**config.mk**
```make
export PLATFORM = sky130hd
export DESIGN_NAME = spi_register_map
export DESIGN_NICKNAME = d
export VERILOG_FILES = /design/src/rtl/spi_regmap_pkg.sv /design/src/rtl/spi_slave_frontend.sv /design/src/rtl/spi_register_map.sv
export SDC_FILE = /design/constraint.sdc
export NUM_CORES = 1
export LEC_CHECK = 0
export CAP_MARGIN = 20
export CORE_MARGIN = 10
export CORE_UTILIZATION = 50
export CTS_CLUSTER_DIAMETER = 30
export DETAILED_ROUTE_END_ITERATION = 16
export DONT_BUFFER_PORTS = 1
export MAX_ROUTING_LAYER = met4
export PLACE_DENSITY = 0.71
export SYNTH_ARGS = -nofsm -noshare
export SYNTH_HDL_FRONTEND = slang
export SYNTH_SLANG_ARGS = --single-unit
```
**constraint.sdc**
```tcl
create_clock -name clk -period 2.25 [get_ports clk]
set_input_delay 0.45 -clock clk [delete_from_list [all_inputs] [get_ports clk]]
set_output_delay 0.45 -clock clk [all_outputs]
set_load 0.1 [all_outputs]
```
**src/rtl/spi_regmap_pkg.sv**
```systemverilog
// rtl/spi_regmap_pkg.sv - shared constants for the SPI register map tile
package spi_regmap_pkg;

  localparam int ADDR_WIDTH     = 7;
  localparam int DATA_WIDTH     = 8;
  localparam int NUM_CONFIG_REG = 96;
  localparam int NUM_STATUS_REG = 32;
  localparam int FRAME_BITS     = 16;
  localparam int BIT_CNT_W      = 5;

  localparam logic RW_READ  = 1'b1;
  localparam logic RW_WRITE = 1'b0;

  localparam logic [DATA_WIDTH-1:0] STATUS_ZERO = 8'h00;
  localparam logic [DATA_WIDTH-1:0] STATUS_ONES = 8'hFF;

  localparam logic [ADDR_WIDTH-1:0] CFG_END =
    ADDR_WIDTH'(NUM_CONFIG_REG);
  localparam logic [ADDR_WIDTH-1:0] STATUS_ONES_BASE =
    ADDR_WIDTH'(NUM_CONFIG_REG + NUM_STATUS_REG / 2);

  localparam logic [7:0] UIO_OE_VALUE = 8'b1100_0100;

endpackage

```
**src/rtl/spi_slave_frontend.sv**
```systemverilog
// rtl/spi_slave_frontend.sv - oversampled SPI mode-0 slave: sync, edge detect, frame decode, SDO shift
module spi_slave_frontend
  import spi_regmap_pkg::*;
(
  input  logic                  clk,
  input  logic                  rst_n,
  input  logic                  sck_i,
  input  logic                  sdi_i,
  input  logic                  cs_n_i,
  output logic                  addr_valid,
  output logic [ADDR_WIDTH-1:0] addr,
  output logic                  wr_en,
  output logic [DATA_WIDTH-1:0] wr_data,
  input  logic [DATA_WIDTH-1:0] rd_data,
  output logic                  sdo
);

  logic [2:0]            sck_pipe_q, sck_pipe_d;
  logic [1:0]            sdi_pipe_q, sdi_pipe_d;
  logic [1:0]            csn_pipe_q, csn_pipe_d;
  logic [BIT_CNT_W-1:0]  bit_cnt_q, bit_cnt_d;
  logic [14:0]           rx_q, rx_d;
  logic                  rw_q, rw_d;
  logic [ADDR_WIDTH-1:0] addr_q, addr_d;
  logic                  addr_valid_q, addr_valid_d;
  logic                  wr_en_q, wr_en_d;
  logic [DATA_WIDTH-1:0] wr_data_q, wr_data_d;
  logic [DATA_WIDTH-1:0] sdo_sr_q, sdo_sr_d;
  logic                  sdo_q, sdo_d;
  logic                  sck_rise, sck_fall, sdi_s, cs_idle;

  always_comb begin
    sck_pipe_d   = {sck_pipe_q[1:0], sck_i};
    sdi_pipe_d   = {sdi_pipe_q[0], sdi_i};
    csn_pipe_d   = {csn_pipe_q[0], cs_n_i};
    sck_rise     = sck_pipe_q[1] & ~sck_pipe_q[2];
    sck_fall     = ~sck_pipe_q[1] & sck_pipe_q[2];
    sdi_s        = sdi_pipe_q[1];
    cs_idle      = csn_pipe_q[1];
    bit_cnt_d    = bit_cnt_q;
    rx_d         = rx_q;
    rw_d         = rw_q;
    addr_d       = addr_q;
    addr_valid_d = 1'b0;
    wr_en_d      = 1'b0;
    wr_data_d    = wr_data_q;
    sdo_sr_d     = sdo_sr_q;
    sdo_d        = sdo_q;

    // CS_N high wins over any coincident SCK edge and discards partial frames
    if (cs_idle) begin
      bit_cnt_d = '0;
      rx_d      = '0;
      sdo_sr_d  = '0;
      sdo_d     = 1'b0;
    end else begin
      if (addr_valid_q) sdo_sr_d = (rw_q == RW_READ) ? rd_data : '0;
      if (sck_rise && bit_cnt_q < BIT_CNT_W'(FRAME_BITS)) begin
        rx_d      = {rx_q[13:0], sdi_s};
        bit_cnt_d = bit_cnt_q + 1'b1;
        if (bit_cnt_q == 5'd7) begin
          rw_d         = rx_q[6];
          addr_d       = {rx_q[5:0], sdi_s};
          addr_valid_d = 1'b1;
        end
        if (bit_cnt_q == 5'd15) begin
          wr_en_d   = (rw_q == RW_WRITE);
          wr_data_d = {rx_q[6:0], sdi_s};
        end
      end else if (sck_fall && bit_cnt_q >= 5'd8) begin
        // Zeros shift in behind the data, so falls past bit 0 drive 0
        sdo_d    = sdo_sr_q[7];
        sdo_sr_d = {sdo_sr_q[6:0], 1'b0};
      end
    end
  end

  always_ff @(posedge clk or negedge rst_n) begin
    if (!rst_n) begin
      sck_pipe_q   <= '0;
      sdi_pipe_q   <= '0;
      csn_pipe_q   <= 2'b11;
      bit_cnt_q    <= '0;
      rx_q         <= '0;
      rw_q         <= 1'b0;
      addr_q       <= '0;
      addr_valid_q <= 1'b0;
      wr_en_q      <= 1'b0;
      wr_data_q    <= '0;
      sdo_sr_q     <= '0;
      sdo_q        <= 1'b0;
    end else begin
      sck_pipe_q   <= sck_pipe_d;
      sdi_pipe_q   <= sdi_pipe_d;
      csn_pipe_q   <= csn_pipe_d;
      bit_cnt_q    <= bit_cnt_d;
      rx_q         <= rx_d;
      rw_q         <= rw_d;
      addr_q       <= addr_d;
      addr_valid_q <= addr_valid_d;
      wr_en_q      <= wr_en_d;
      wr_data_q    <= wr_data_d;
      sdo_sr_q     <= sdo_sr_d;
      sdo_q        <= sdo_d;
    end
  end

  assign addr_valid = addr_valid_q;
  assign addr       = addr_q;
  assign wr_en      = wr_en_q;
  assign wr_data    = wr_data_q;
  assign sdo        = sdo_q;

endmodule

```
**src/rtl/spi_register_map.sv**
```systemverilog
// rtl/spi_register_map.sv - Tiny Tapeout top: 96 config bytes + 32 status bytes over SPI
module spi_register_map
  import spi_regmap_pkg::*;
(
  input  logic       clk,
  input  logic       rst_n,
  input  logic       ena,
  input  logic [7:0] ui_in,
  output logic [7:0] uo_out,
  input  logic [7:0] uio_in,
  output logic [7:0] uio_out,
  output logic [7:0] uio_oe
);

  logic [DATA_WIDTH-1:0] cfg_q [NUM_CONFIG_REG];
  logic [DATA_WIDTH-1:0] cfg_d [NUM_CONFIG_REG];
  logic                  addr_valid, wr_en, sdo;
  logic [ADDR_WIDTH-1:0] addr;
  logic [DATA_WIDTH-1:0] wr_data, rd_data;
  logic                  unused_inputs;

  assign unused_inputs = &{1'b0, ena, ui_in, uio_in[7:4], uio_in[2], addr_valid};

  spi_slave_frontend u_frontend (
    .clk        (clk),
    .rst_n      (rst_n),
    .sck_i      (uio_in[0]),
    .sdi_i      (uio_in[1]),
    .cs_n_i     (uio_in[3]),
    .addr_valid (addr_valid),
    .addr       (addr),
    .wr_en      (wr_en),
    .wr_data    (wr_data),
    .rd_data    (rd_data),
    .sdo        (sdo)
  );

  always_comb begin
    cfg_d = cfg_q;
    if (wr_en && addr < CFG_END) cfg_d[addr] = wr_data;
  end

  always_ff @(posedge clk or negedge rst_n) begin
    if (!rst_n) cfg_q <= '{default: '0};
    else        cfg_q <= cfg_d;
  end

  // Lower half of the status window reads as 0x00, upper half as 0xFF
  always_comb begin
    rd_data = STATUS_ONES;
    if (addr < CFG_END)               rd_data = cfg_q[addr];
    else if (addr < STATUS_ONES_BASE) rd_data = STATUS_ZERO;
  end

  assign uo_out  = cfg_q[0];
  assign uio_out = {5'b0, sdo, 2'b0};
  assign uio_oe  = UIO_OE_VALUE;

endmodule

```
Yosys cells after proc, flatten, opt, wreduce, memory -nomap -nowiden

Cells that the tools add are included.

Reduce and logical (&&, ||, !) cells: 9
Equal/unequal tests: 3
Bitwise logic cells: 7
$lt $le $gt $ge: 6
Add/sub/neg operators: 1
Mux-type cells: 26

Operators by type and width:

| cell                | count |
|---|---|
| $bwmux 768          | 1 |
| $mux 8              | 10 |
| $bmux 8 s7          | 1 |
| $demux 8 s7         | 1 |
| $lt 7x7->1 const B  | 2 |
| $mux 7              | 2 |
| $mux 5              | 2 |
| $mux 1              | 9 |
| $ge 8x8->1 const B  | 1 |
| $lt 8x1->1 const B  | 1 |
| $not 7->8           | 1 |
| $reduce_and 3->1    | 2 |
| $add 5x1->5 const B | 1 |
| $eq 5x3->1 const B  | 1 |
| $eq 5x4->1 const B  | 1 |
| $ge 5x4->1 const B  | 1 |
| $lt 5x5->1 const B  | 1 |
| $logic_and 1x1->1   | 4 |
| $not 1->1           | 4 |
| $reduce_bool 2->1   | 2 |
| $and 1x1->1         | 2 |
| $ne 2x1->1 const B  | 1 |
| $reduce_and 2->1    | 1 |

Bits in registers: 814
Bits of input ports: 19
Word-level logic and storage cells: 160

Logic depth before layout (Yosys ltp)

Gate-level depths: netlist of the first run.

Depth after elaboration: 10
Gate-level depth with buffers: 11
Mapped depth without buffers: 6

By module

Synthesis of the first run repeated with hierarchy kept, for this count alone.

Cell total of the unflattened synthesis: 2617
Area, all modules: 38250.4 µm²

Modules (own cells, without submodules):

| module             | area each (µm²) | cells an instance | instances |
|---|---|---|---|
| spi_register_map   | 36361.1         | 2463              | 1 |
| spi_slave_frontend | 1889.3          | 154               | 1 |

Least setup slack after synthesis of the first run

No wires, ideal clock.

Path type: register -> register
Start point: reg u_frontend.addr_q[0], in the netlist u_frontend.addr[0]
End point: reg u_frontend.sdo_sr_q[0]
Required time: 2114 ps
Clock period less this slack: 2082 ps
Path slack: 168 ps
Setup time: 136 ps
Stages on the path, launching flop included: 10
Arrival time: 1947 ps
Cell sequence: dfrtp_1 -> buf_6 -> buf_6 -> buf_6 -> mux2_2 -> a221oi_1 -> a21oi_1 -> o21a_1 -> o31ai_1 -> o211ai_1

Longest elaborated chain between the ends: 10
Elaborated cells between the ends (all ways): 13
Classes of those cells: order compare: 2; mux: 10; bitwise: 1

RTL lines:

| what                                      | RTL line                  | RTL |
|---|---|---|
| start, declared                           | spi_slave_frontend.sv:24  | `logic [ADDR_WIDTH-1:0] addr_q, addr_d;` |
| start signal, assigned                    | spi_slave_frontend.sv:99  | `addr_q <= addr_d;` |
| $not 7->8 (not written as such)           | spi_register_map.sv:51    | `if (addr < CFG_END) rd_data = cfg_q[addr];` |
| $bmux 8 s7                                | spi_register_map.sv:51    |  |
| $mux 8 (not written as such) (2 in a row) | spi_register_map.sv:51    |  |
| $mux 8 (*)                                | spi_register_map.sv:51    |  |
| $mux 8 (*) (2 in a row)                   | spi_slave_frontend.sv:57  | `if (addr_valid_q) sdo_sr_d = (rw_q == RW_READ) ? rd_data : '0;` |
| $mux 8                                    | spi_slave_frontend.sv:70  | `end else if (sck_fall && bit_cnt_q >= 5'd8) begin` |
| $mux 8 (*)                                | spi_slave_frontend.sv:58  | `if (sck_rise && bit_cnt_q < BIT_CNT_W'(FRAME_BITS)) begin` |
| $mux 8 (*)                                | spi_slave_frontend.sv:51  | `if (cs_idle) begin` |
| via u_frontend.sdo_sr_d[0]                | spi_slave_frontend.sv:28  | `logic [DATA_WIDTH-1:0] sdo_sr_q, sdo_sr_d;` |
| end signal, assigned                      | spi_slave_frontend.sv:103 | `sdo_sr_q <= sdo_sr_d;` |
| end, declared                             | spi_slave_frontend.sv:28  |  |

Mark *: on every way through the listed nets, which the timed path passes. The rest lies on a longest branch. The select of a mux whose other input is x is not followed.
A chain may end at the register's enable or synchronous reset.

Worst setup path after layout of the first run

Same ends and word-level chain as after synthesis.

==> results of run 1 <==
==> metrics by stage <==
stage / TNS [ns] / setup WS, ns / hold WS [ns]
detailed placement: -66.20 / -0.430 / 0.285
CTS: -26.66 / -0.225 / -0.493
global placement: -57.07 / -0.417 / 0.285
floorplan: 0 / 0.168 / 0.154
finish: -67.20 / -0.347 / -0.547
global route: -79.34 / -0.432 / -0.581
==> per-layer routing <==
layer | vias up | GRT usage
li1 | 10800 | -
met2 | 1233 | 0.415
met1 | 13600 | 0.334
met5 | - | -
met4 | 0 | 0.111
met3 | 358 | 0.0554
==> placed cells by master (no fill, tap or decap), types with 48 or more instances in the layout <==
cell type  synthesis  routed
dfrtp_1          812     799
mux2_2           797     649
buf_4             39     207
mux2i_1          184     167
clkbuf_16          0     157
mux2_4             0     149
a22oi_1          105      91
buf_12             1      90
nand2_1           95      75
mux4_2            48      48
==> cell families (layout without fill, tap and decap cells) <==
group / Yosys count / after routing
mux: 1039 / 1039
other cells: 2 / 15
simple gates: 325 / 325
fa+ha+maj: 3 / 3
buf+inv: 237 / 654
xor+xnor: 3 / 3
flops: 814 / 814
compound gates: 305 / 305
==> flip-flops by register name, summed over array words and instances, names as in the netlist, 3 cells and up <==
signal                 flops
cfg_q                    760
u_frontend.addr            7
u_frontend.bit_cnt_q       5
u_frontend.rx_q            7
u_frontend.sck_pipe_q      3
u_frontend.sdo_sr_q        8
u_frontend.wr_data         8
uo_out                     8
==> what timing repair did <==
| item | CTS | global route |
|---|---|---|
| gates cloned | 8 | 0 |
| pin swaps | 62 | 58 |
| resized for setup | 315 | 206 |
| endpoints found under the hold margin | 817 | 812 |
| setup endpoints to repair | 620 | 643 |
| setup buffers | 26 | 25 |
==> area by class of cell <==
class | instances | share of cell area
Timing Repair Buffer | 356 | 0.0859
Clock inverter | 87 | 0.0265
Sequential cell | 814 | 0.411
Tap cell | 969 | 0.0244
Clock buffer | 200 | 0.0880
Multi-Input combinational cell | 1690 | 0.363
Inverter | 11 | 0.000983
==> power breakdown <==
group	switching, uW	internal [uW]
sequential	14.8	14700
combinational	124	14.6
clock	8240	16600
total	8380	31300
==> worst max path at each step <==
stage | to | cells past startpoint | from
2_1_floorplan | u_frontend.sdo_sr_q[0] | 9 | u_frontend.addr[0]
3_5_place_dp | u_frontend.sdo_sr_q[7] | 8 | u_frontend.addr[0]
3_3_place_gp | u_frontend.sdo_sr_q[7] | 8 | u_frontend.addr[0]
4_1_cts | u_frontend.sdo_sr_q[2] | 9 | u_frontend.addr[0]
6_report | u_frontend.sdo_sr_q[0] | 9 | u_frontend.addr[0]
5_1_grt | u_frontend.sdo_sr_q[0] | 9 | u_frontend.addr[0]
==> critical path, cell delays in order, from the launching register on <==
cell,delay (ns)
dfrtp_4,0.57
buf_12,0.19
nor2b_2,0.18
buf_4,0.16
buf_4,0.16
a221oi_2,0.24
o21a_1,0.23
o221ai_1,0.15
o31ai_1,0.39
o211ai_1,0.17
==> results by group, run 1 <==
Timing
  • Slew HR: -0.0706
  • Final Hold Vio Count: 812
  • Hold slack: -0.547 ns
  • Worst slew pin tran: between 1.5 and 2 ns
  • Tcrit/Tclk final: 1.15
  • Max Clock Skew: 0.0476 ns
  • Pins Over Slew Limit: about 210
  • Final worst slack: -0.347 ns
  • Max frequency: about 390 MHz
  • RSZ-0062 raised after global routing: true
  • Tmin final: roughly 2.6 ns
  • Setup-failing EPs final: roughly 540

Critical path
  • Reg-to-reg endpoint: u_frontend.sdo_sr_q[0]
  • R2r startpoint: u_frontend.addr[0]
  • Setup crit start kind: register
  • Crit path kind: register to register
  • R2R cell count: 9
  • Setup crit end kind: register
  • R2r setup slk: -0.35 ns
  • Arrival time worst endpoint: approximately 3.2 ns
  • Crit path max fanout: 6
  • WP data required: approximately 2.9 ns

Clock tree
  • Maximum clock path buffer count: 3
  • Root buf cell: clkbuf_16
  • Cts bufs inserted: about 160
  • CTS Hold Bufs: 3
  • Sink Count: 814
  • H-tree depth: 4
  • Worst-Skew Late Latency: ~0.76 ns
  • Clock transition at path regs: approximately 0.05 ns
  • CTS tree: built

Synthesis
  • Netlist cell types: between 70 and 80
  • Avg Cell Area, Syn: ~14 sq um
  • Synth warnings: 0
  • Most frequent cell after synthesis: dfrtp_1
  • Mux cell area share after synthesis: 0.318
  • Number of enable flip-flop cells after synthesis: 0
  • Post-Synth Simple-Gate Area: 0.0454
  • Post-Synth Adder-Cell Area: 0.000994
  • FF+latch count, synth: between 800 and 900
  • Largest family of logic cells by synthesized area: multiplexers
  • Largest area contributor in the netlist: dfrtp_1
  • Most frequent cells after synthesis: 812 x dfrtp_1, 797 x mux2_2, 184 x mux2i_1
  • Synth top area cells: dfrtp_1 54%, mux2_2 24%, mux2i_1 4.9%
  • Post-synthesis xor/xnor area fraction: 0.000696
  • Async SR Flop Fraction: 1.00
  • Share of the synthesized area in the top cell type: 0.538
  • Post-Syn Instances: around 2700
  • Most used DFF post-synth: dfrtp_1
  • Mapped cell area: between 30000 and 40000 sq um
  • Post-synthesis compound-gate area fraction: 0.0604
  • Seq/Total Area, Yosys: 0.540

Power and ir drop
  • Power Density: between 700 and 800 nW/um^2
  • P_leak: between 0.02 and 0.025 uW
  • Max IR drop VDD: 0.00137 V
  • Power, Total: 39700 uW

Place
  • Area after DPL: 41000 sq um
  • Placer Congestion: 0.951
  • HPWL after DPL: a little under 70 mm
  • Post-Place Cells: 3786
  • Input/output buffers: 0

Routing
  • Residual DRC: 0
  • First-pass iteration count of the detailed router: 6
  • Via count: 26000
  • Antenna-violating nets left: 0
  • Uppermost layer routed: met4
  • Overall routed net length: 115 mm
  • WL met2: about 55 mm
  • Iter 0 DRT Violations: around 2400
  • Wire per inst: around 28 microns
  • Via-to-Cell Ratio: 6.29
  • Met1 WL: between 40 and 50 mm
  • Routed length on met3: between 8 and 9 mm

Floorplan
  • Num rows: 100
  • Core outline area: approximately 75000 sq um
  • Die width: between 200 and 300 microns
  • Number of top-level pins: 43
  • Starting Density: 0.505
  • DIE AREA: a little under 90000 sq um
  • Die Span Y: approximately 290 microns

Global routing
  • Number of global-route vias before repair: 27900
  • Pin count of the biggest net entering global routing: 815
  • Overflow after GRT: 0
  • Wire length of the first global-routing pass: roughly 170 mm
  • Antenna violations before repair: 1
  • Tot GR Track Use: 0.266

Final layout
  • Reg area: about 20000 sq um
  • Layout cell share with drive strength beyond 1: 0.538
  • Finished Layout Cells: 4127
  • Footprint of the multi-input gates: around 18000 sq um
  • Layout overhead on the synthesized area: 31.5%
  • Fill count: roughly 4700
  • Final instance area: 49700 sq um
  • Fin util: 0.665
  • Final net count: 3051
  • ANT cells: 0

Run
  • Max cap viols: 0

Hold path
  • Hold Path Class: input pin to asynchronous set/reset pin

Run status
  • Violations in the final reports: hold timing, slew limit, setup timing
  • Status: finished, violations left
(Power assumes the default switching activity.)
==> inputs of run 2 (changes only) <==
Settings changed: ABC_CLOCK_PERIOD_IN_PS set to 2250, PLACE_DENSITY 0.71 to 0.72.
==> results by group, run 2 (synthesized netlist as in run 1, its figures left out) <==
Global routing
  • Tot GR Track Use: 0.254
  • Pin count of the biggest net entering global routing: just over 800
  • Antenna violations before repair: 1
  • Number of global-route vias before repair: 27200
  • Wire length of the first global-routing pass: between 150 and 200 mm
  • Overflow after GRT: 0

Final layout
  • Fill count: 5031
  • Reg area: about 20000 sq um
  • ANT cells: 0
  • Footprint of the multi-input gates: ~17000 sq um
  • Layout cell share with drive strength beyond 1: 0.530
  • Most frequent cells in the layout: 799 x dfrtp_1, 794 x mux2_2, 230 x buf_4, 180 x mux2i_1, 169 x clkbuf_16
  • Commonest non-fill, non-tap cell in the layout: dfrtp_1
  • Register with the most flip-flops: cfg_q
  • Fin util: 0.654
  • Final net count: around 3100
  • Finished Layout Cells: approximately 4200
  • Max reg flops: 760
  • Layout overhead on the synthesized area: 29.4%

Place
  • HPWL after DPL: 68.4 mm
  • Post-Place Cells: between 3000 and 4000
  • Pre-CTS setup slack: -0.395 ns
  • Placer Congestion: about 0.92
  • Input/output buffers: 0

Floorplan
  • Die Span Y: slightly below 300 microns
  • Num rows: 100
  • DIE AREA: between 80000 and 90000 sq um
  • Core outline area: 74700 sq um
  • Die width: approximately 290 microns
  • Number of top-level pins: 43
  • Starting Density: 0.505

Routing
  • Via-to-Cell Ratio: between 6 and 7
  • Routed length on met3: between 7 and 8 mm
  • Overall routed net length: 109 mm
  • Via count: around 26000
  • Met1 WL: around 45 mm
  • WL met2: approximately 53 mm
  • Uppermost layer routed: met4
  • First-pass iteration count of the detailed router: 6
  • Residual DRC: 0
  • Antenna-violating nets left: 0
  • Iter 0 DRT Violations: between 2000 and 2500
  • Wire per inst: about 26 microns

Critical path
  • R2R cell count: 9
  • Crit path kind: register to register
  • Delay-heaviest family, CP: compound AO/OA/AOI/OAI gates
  • Levels on crit path: 9
  • Buffers & Inverters on Critical Path: 3
  • WP data required: around 2.9 ns
  • Arrival time worst endpoint: approximately 3.2 ns
  • Slowest Stage Delay on Critical Path: around 0.5 ns
  • Setup crit start kind: register
  • Setup crit end kind: register
  • Worst-path cell with the longest stage delay: dfrtp_4
  • CP Cell Sequence: buf_12, buf_4, nor2b_4, a221oi_1, nor2_1, o311a_1, o41ai_2, buf_4, a311oi_1
  • Cell repeated most along the worst path: buf_4
  • Crit path max fanout: 8

Timing
  • Max Clock Skew: about 0.035 ns
  • Pins Over Slew Limit: about 770
  • Worst slew pin tran: about 3.6 ns
  • Tcrit/Tclk final: 1.15
  • Slew HR: -1.37
  • Setup-failing EPs final: 153
  • RSZ-0062 raised after global routing: true
  • Final Hold Vio Count: between 400 and 500
  • Tmin final: roughly 2.6 ns
  • Final worst slack: -0.337 ns
  • Hold slack: -0.444 ns
  • Max frequency: 387 MHz

Power and ir drop
  • Seq pwr share: 0.362
  • Int Pwr: approximately 32000 uW
  • Comb power frac: 0.003
  • P_leak: around 0.023 uW
  • Power Density: just over 800 nW/um^2
  • Switch share: 0.208
  • Power, Total: between 40000 and 50000 uW
  • Sw Pwr: 8440 uW
  • Max IR drop VDD: about 0.0006 V
  • Clock power share: 0.634

Hold path
  • Hold Path Class: input pin to asynchronous set/reset pin

Clock tree
  • CTS tree: built
  • Worst-Skew Late Latency: ~0.75 ns
  • H-tree depth: 4
  • Sink Count: ~810
  • Clock transition at path regs: around 0.050 ns
  • Root buf cell: clkbuf_16
  • CTS Hold Bufs: 3
  • Maximum clock path buffer count: 3
  • Cts bufs inserted: between 150 and 200

Run
  • Max cap viols: 0

Run status
  • Status: finished, violations left
  • Violations in the final reports: hold timing, slew limit, setup timing
==> run 2: path summary, 6_finish.rpt <==
kind                                     startpoint                        to  slack, ns
max                              u_frontend.addr[0]    u_frontend.sdo_sr_q[1]      -0.34
min                                           rst_n  u_frontend.sck_pipe_q[0]      -0.44
max reg2reg                      u_frontend.addr[0]    u_frontend.sdo_sr_q[1]      -0.34
min reg2reg                u_frontend.sck_pipe_q[0]  u_frontend.sck_pipe_q[1]       0.34
max in group asynchronous                     rst_n                cfg_q[343]       0.04
min in group clk                          uio_in[3]  u_frontend.csn_pipe_q[0]       0.28
==> run 2: metrics by stage <==
step                      setup TNS [ns]  instance area [sq um]
after floorplan                        0                  37800
after global placement            -53.49                  41000
after detailed placement          -65.40                  41000
after CTS                          -2.73                  47700
after global routing              -16.32                  48900
final                             -10.31                  48900
==> run 2: layer usage <==
metal,vias up,track usage
met2,1026,0.397
met3,261,0.0518
met1,13500,0.322
met5,-,-
li1,10800,-
met4,0,0.104
==> run 2: final cells by class <==
type | count | area share
Sequential cell | 814 | 0.418
Clock inverter | 100 | 0.0311
Tap cell | 969 | 0.0248
Multi-Input combinational cell | 1690 | 0.348
Clock buffer | 201 | 0.0910
Inverter | 11 | 0.00105
Timing Repair Buffer | 370 | 0.0860
==> run 2: repair_timing <==
item / in CTS / in global routing
buffers inserted: 16 / 39
endpoints found under the hold margin: 817 / 814
gates resized for setup: 115 / 147
setup endpoints to repair: 558 / 404
cloned: 1 / 5
pin swaps: 14 / 42
==> run 2: power groups by stage <==
stage	registers, uW	clock network (uW)	logic (uW)
3_5_place_dp	14900	0	133
3_3_place_gp	14900	0	131
2_1_floorplan	14900	0	148
5_1_grt	14700	26800	143
6_report	14700	25800	139
4_1_cts	14700	26000	137
